`src/rtl/serial_if_pkg.sv`:
```
// serial_if_pkg: shared state encoding and default width for the bit-serial add interface
package serial_if_pkg;
    localparam int DEF_W = 8;
    typedef enum logic [1:0] {IDLE, SEND, WAIT, DONE} state_t;
endpackage

```
`src/rtl/bit_collector.sv`:
```
// bit_collector: serial-to-parallel capture register with write index and clear
module bit_collector
    import serial_if_pkg::*;
#(
    parameter int W = DEF_W,
    localparam int LW = $clog2(W)
) (
    input  logic         clk,
    input  logic         rst,
    input  logic         clr,
    input  logic         vld,
    input  logic         bit_in,
    output logic [W-1:0] data
);
    logic [W-1:0] data_q, data_d;
    logic [LW-1:0] idx_q, idx_d;
    always_comb begin
        data_d = data_q;
        idx_d = idx_q;
        if (clr) begin
            data_d = '0;
            idx_d = '0;
        end else if (vld) begin
            data_d[idx_q] = bit_in;
            idx_d = idx_q + 1'b1;
        end
    end
    always_ff @(posedge clk) begin
        if (rst) begin
            data_q <= '0;
            idx_q <= '0;
        end else begin
            data_q <= data_d;
            idx_q <= idx_d;
        end
    end
    assign data = data_q;
endmodule

```
`src/rtl/serial_operand_driver.sv`:
```
// serial_operand_driver: streams two operands LSB-first to a bit-serial adder and collects the sum
module serial_operand_driver
    import serial_if_pkg::*;
#(
    parameter int W = DEF_W,
    localparam int LW = $clog2(W)
) (
    input  logic          clk,
    input  logic          rst,
    input  logic          in_vld,
    output logic          in_rdy,
    input  logic [W-1:0]  in_a,
    input  logic [W-1:0]  in_b,
    input  logic [LW-1:0] in_len,
    input  logic          gap,
    output logic          ser_vld,
    output logic          ser_a,
    output logic          ser_b,
    output logic          ser_last,
    input  logic          sum_in,
    output logic          out_vld,
    input  logic          out_rdy,
    output logic [W-1:0]  out_sum
);
    state_t state_q, state_d;
    logic [W-1:0] a_q, a_d, b_q, b_d, src_a, src_b;
    logic [LW-1:0] len_q, len_d, idx_q, idx_d, src_idx, src_len;
    logic ser_vld_q, ser_vld_d, ser_a_q, ser_a_d, ser_b_q, ser_b_d, ser_last_q, ser_last_d;
    logic cap_vld_q, cap_vld_d;
    logic accept, issue;
    // The accept cycle issues beat 0 straight from the inputs so the first beat lands one cycle later.
    always_comb begin
        accept = state_q == IDLE && in_vld;
        issue = (accept || (state_q == SEND && !ser_last_q)) && !gap;
        src_a = accept ? in_a : a_q;
        src_b = accept ? in_b : b_q;
        src_idx = accept ? '0 : idx_q;
        src_len = accept ? in_len : len_q;
        a_d = issue ? src_a >> 1 : src_a;
        b_d = issue ? src_b >> 1 : src_b;
        len_d = src_len;
        idx_d = issue ? src_idx + 1'b1 : src_idx;
        ser_vld_d = issue;
        ser_a_d = issue && src_a[0];
        ser_b_d = issue && src_b[0];
        ser_last_d = issue && src_idx == src_len;
        cap_vld_d = ser_vld_q;
        state_d = state_q;
        case (state_q)
            IDLE: state_d = accept ? SEND : IDLE;
            SEND: state_d = ser_last_q ? WAIT : SEND;
            WAIT: state_d = DONE;
            DONE: state_d = out_rdy ? IDLE : DONE;
            default: state_d = IDLE;
        endcase
    end
    always_ff @(posedge clk) begin
        if (rst) begin
            state_q <= IDLE;
            a_q <= '0;
            b_q <= '0;
            len_q <= '0;
            idx_q <= '0;
            ser_vld_q <= 1'b0;
            ser_a_q <= 1'b0;
            ser_b_q <= 1'b0;
            ser_last_q <= 1'b0;
            cap_vld_q <= 1'b0;
        end else begin
            state_q <= state_d;
            a_q <= a_d;
            b_q <= b_d;
            len_q <= len_d;
            idx_q <= idx_d;
            ser_vld_q <= ser_vld_d;
            ser_a_q <= ser_a_d;
            ser_b_q <= ser_b_d;
            ser_last_q <= ser_last_d;
            cap_vld_q <= cap_vld_d;
        end
    end
    bit_collector #(.W(W)) u_collector (
        .clk(clk),
        .rst(rst),
        .clr(accept),
        .vld(cap_vld_q),
        .bit_in(sum_in),
        .data(out_sum)
    );
    assign in_rdy = state_q == IDLE;
    assign out_vld = state_q == DONE;
    assign ser_vld = ser_vld_q;
    assign ser_a = ser_a_q;
    assign ser_b = ser_b_q;
    assign ser_last = ser_last_q;
endmodule

```
`config.mk`:
```
export PLATFORM = sky130hd
export DESIGN_NAME = serial_operand_driver
export DESIGN_NICKNAME = d
export VERILOG_FILES = /design/src/rtl/serial_if_pkg.sv /design/src/rtl/bit_collector.sv /design/src/rtl/serial_operand_driver.sv
export SDC_FILE = /design/constraint.sdc
export NUM_CORES = 1
export LEC_CHECK = 0
export BUFFER_PORTS_ARGS = -buffer_cell sky130_fd_sc_hd__buf_2
export CELL_PAD_IN_SITES_DETAIL_PLACEMENT = 1
export CELL_PAD_IN_SITES_GLOBAL_PLACEMENT = 2
export CORE_AREA = 10 10 75 90
export CTS_CLUSTER_DIAMETER = 100
export DETAILED_ROUTE_END_ITERATION = 6
export DIE_AREA = 0 0 85 100
export PLACE_DENSITY = 0.85
export SETUP_SLACK_MARGIN = 0.2
export SLEW_MARGIN = 20
export SYNTH_ARGS = -nofsm -noshare
export SYNTH_HDL_FRONTEND = slang
export SYNTH_SLANG_ARGS = --single-unit
```
`constraint.sdc`:
```
create_clock -name clk -period 3.65 [get_ports clk]
set_clock_uncertainty 0.15 [all_clocks]
set_input_delay 0.1825 -clock clk [delete_from_list [all_inputs] [get_ports clk]]
set_output_delay 0.1825 -clock clk [all_outputs]
set_load 0.005 [all_outputs]
```
==> results.yml <==
global_routing:
  grt.overflow.total: 0
  grt_max_degree: 19
  grt_pass1_wl_microns: 7000
  antenna_found_initial: 0
  track_usage: 0.102
  grt_pass1_vias: 1464
clock_network:
  cts_tree: "built"
  numClockSinks: 40
  clk_latency_ns: 0.30
  cts_buffers: 5
  cts_resized: 0
  clk_pin_slew_ns: 0.08
  cts.htree.levels: 2
  cts-root-buf: "clkbuf_8"
  cts_buffer_depth: 2
setup_path:
  crit_path_top_delay_cell: "or3b_1"
  end_kind: "register"
  worstPathRequired_ns: 3.68
  r2r_start: "state_q[1]"
  arrival_ns: 2.62
  startpoint: "state_q[1]"
  critPathKind: "register to register"
  start_kind: "register"
  slowest_delay_ns: 0.62
  path_cells: "or3b_1 -> and2_1 -> ha_1 -> or3b_2 -> o311ai_0 -> a21oi_1"
  crit_path_max_fanout: 17
finish:
  fillers: 624
  drive_gt1_frac: 0.254
  nNetsFinal: 231
  multi_input_comb_area_sq_um: 800
  final-seq-area_sq_um: 801
  area_delta_synth_final_pct: 18.9
  antenna_cells: 0
  fin_area_sq_mm: 0.00202
pwr:
  ir_drop_v: 0.000197
  power_density_mw_per_mm2: 443
  p_leak_nw: 0.883
  total_power_w: 0.000894
sta:
  slew_violations: 0
  fin_crit_sh: 0.711
  hold_viol: 0
  hold_slack_ns: 0.0101
  slew_headroom: 0.544
  tightest_slew_ns: 0.684
  period_needed_ns: 2.60
  final.setup.tns_ns: 0
  fmax_mhz: 385
  finalSetupViolCount: 0
  rsz0062_at_grt: "false"
logic_synthesis:
  synth_cell_types: 32
  ys_seq_area_frac: 0.472
  netlist_instances: 169
  ys.warnings.count: 0
  syn_avg_cell_area_sq_um: 10.0
  synth-seq-cells: 40
  synth_area_sq_mm: 0.00170
  syn-num-nets: 196
placed_design:
  io_buffers: 38
  gp_congestion: 0.764
  post_dp_cell_area_sq_mm: 0.00188
  place_hpwl_microns: 2950
floorplan:
  fp-row-count: 29
  core-area_sq_mm: 0.00512
  die_w_microns: 85
  start_util: 0.332
  die_y_microns: 100
  dieArea_sq_mm: 0.00850
  ios: 39
routing:
  viasPerCell: 4.98
  dr.first_iter.drc_count: 33
  dr.pass1.iters: 4
  num_vias: 1330
  postRouteAntennaNets: 0
  wl_microns: 4050
  avgRoutedWirePerCell_microns: 15.2
  drc: 0
flow_run:
  cap_viol_max_count: 0
worst_hold_path:
  hold_path_class: "input port to register"
  min_from: "in_b[7]"
outcome:
  status: "finished, final reports clean"
[final cells by class]
type | instances | area share
clock inverters | 2 | 0.00744
inverters | 1 | 0.00186
repair buffers | 43 | 0.118
clock buffers | 6 | 0.0409
multi-input cells | 113 | 0.396
well taps | 62 | 0.0385
flip-flops and latches | 40 | 0.397
[worst max-delay path: cells and delay by family, from the launching register on]
kind / cells / cell delay, ns
AOI/OAI and AO/OA: 2 / 0.40
DFF: 1 / 0.49
adders and majority gates: 1 / 0.14
and+or+nand+nor: 3 / 1.29
[placed cells by master (no fill, tap or decap), types with 2 or more instances in the layout]
cell type      count
dfxtp_1           40
buf_2             38
mux2i_1           25
nor2_1            19
o22ai_1           14
nand2_1            8
a21oi_1            8
clkbuf_8           6
and2_1             4
xnor2_1            4
dlygate4sd3_1      4
nor4bb_1           3
o311ai_0           3
nand4_1            3
nand4b_1           3
or2_2              2
nor3_1             2
a2111o_1           2
ha_1               2
clkinvlp_4         2
[registers in the layout (all words and copies together) (netlist names), 2 cells and up]
| name | count |
|---|---|
| a_q | 8 |
| b_q | 8 |
| u_collector.data | 8 |
| idx_q | 3 |
| len_q | 3 |
| u_collector.idx_q | 3 |
| state_q | 2 |
[layer usage]
| layer | global-route usage | wire length, microns |
|---|---|---|
| met4 | 0.0533 | 93 |
| met5 | 0 | 0 |
| met2 | 0.173 | 2060 |
| met3 | 0.0348 | 203 |
| met1 | 0.110 | 1690 |
[kinds of logic after synthesis]
group	count (synthesis)	synth area share
and+or+nand+nor	53	0.174
DFF	40	0.472
adders and majority gates	2	0.0147
AOI/OAI and AO/OA	28	0.109
muxes	25	0.147
xor gates and xnor gates	5	0.0258
buffers and inverters	16	0.0568
[per-stage QoR]
| step | cells | worst slack, ns | utilization |
|---|---|---|---|
| after floorplan | 169 | 1.28 | - |
| after global placement | 255 | 1.14 | 0.367 |
| after detailed placement | 255 | 1.06 | 0.367 |
| after CTS | 267 | 1.03 | 0.394 |
| after global routing | 267 | 0.860 | 0.394 |
| final | 267 | 1.05 | 0.394 |
[timing repair]
item	CTS	global route
endpoints found under the hold margin	4	0
hold buffers	4	0
buffers inserted	0	0
[synthesized netlist by cell type (all sizes together)]
master,count,area share
a2111o,2,0.013
a21oi,8,0.024
a31o,1,0.0052
and2,4,0.015
and3,1,0.0037
buf,6,0.035
clkbuf,9,0.020
dfxtp,40,0.47
ha,2,0.015
inv,1,0.0022
mux2i,25,0.15
nand2,8,0.018
nand2b,1,0.0037
nand4,3,0.011
nand4b,3,0.015
nor2,19,0.042
nor2b,1,0.0037
nor3,2,0.0059
nor3b,1,0.0044
nor4b,1,0.0052
nor4bb,3,0.018
o22ai,14,0.052
o311ai,3,0.015
or2,2,0.0074
or3b,2,0.010
or4,2,0.011
xnor2,4,0.021
xor2,1,0.0052
[path summary, 6_finish.rpt]
kind	end	slack, ns	cells after the start
setup / recovery	idx_q[2]	1.05	6
hold / removal	b_q[7]	0.01	3
setup reg to reg	idx_q[2]	1.05	6
hold reg to reg	len_q[0]	0.32	2
[power by group]
group          internal [W]  switching (W)
sequential         0.000459      0.0000128
clock              0.000153       0.000162
combinational     0.0000504      0.0000568
total              0.000662       0.000232
Note: power is estimated with default switching activity, not from simulation.
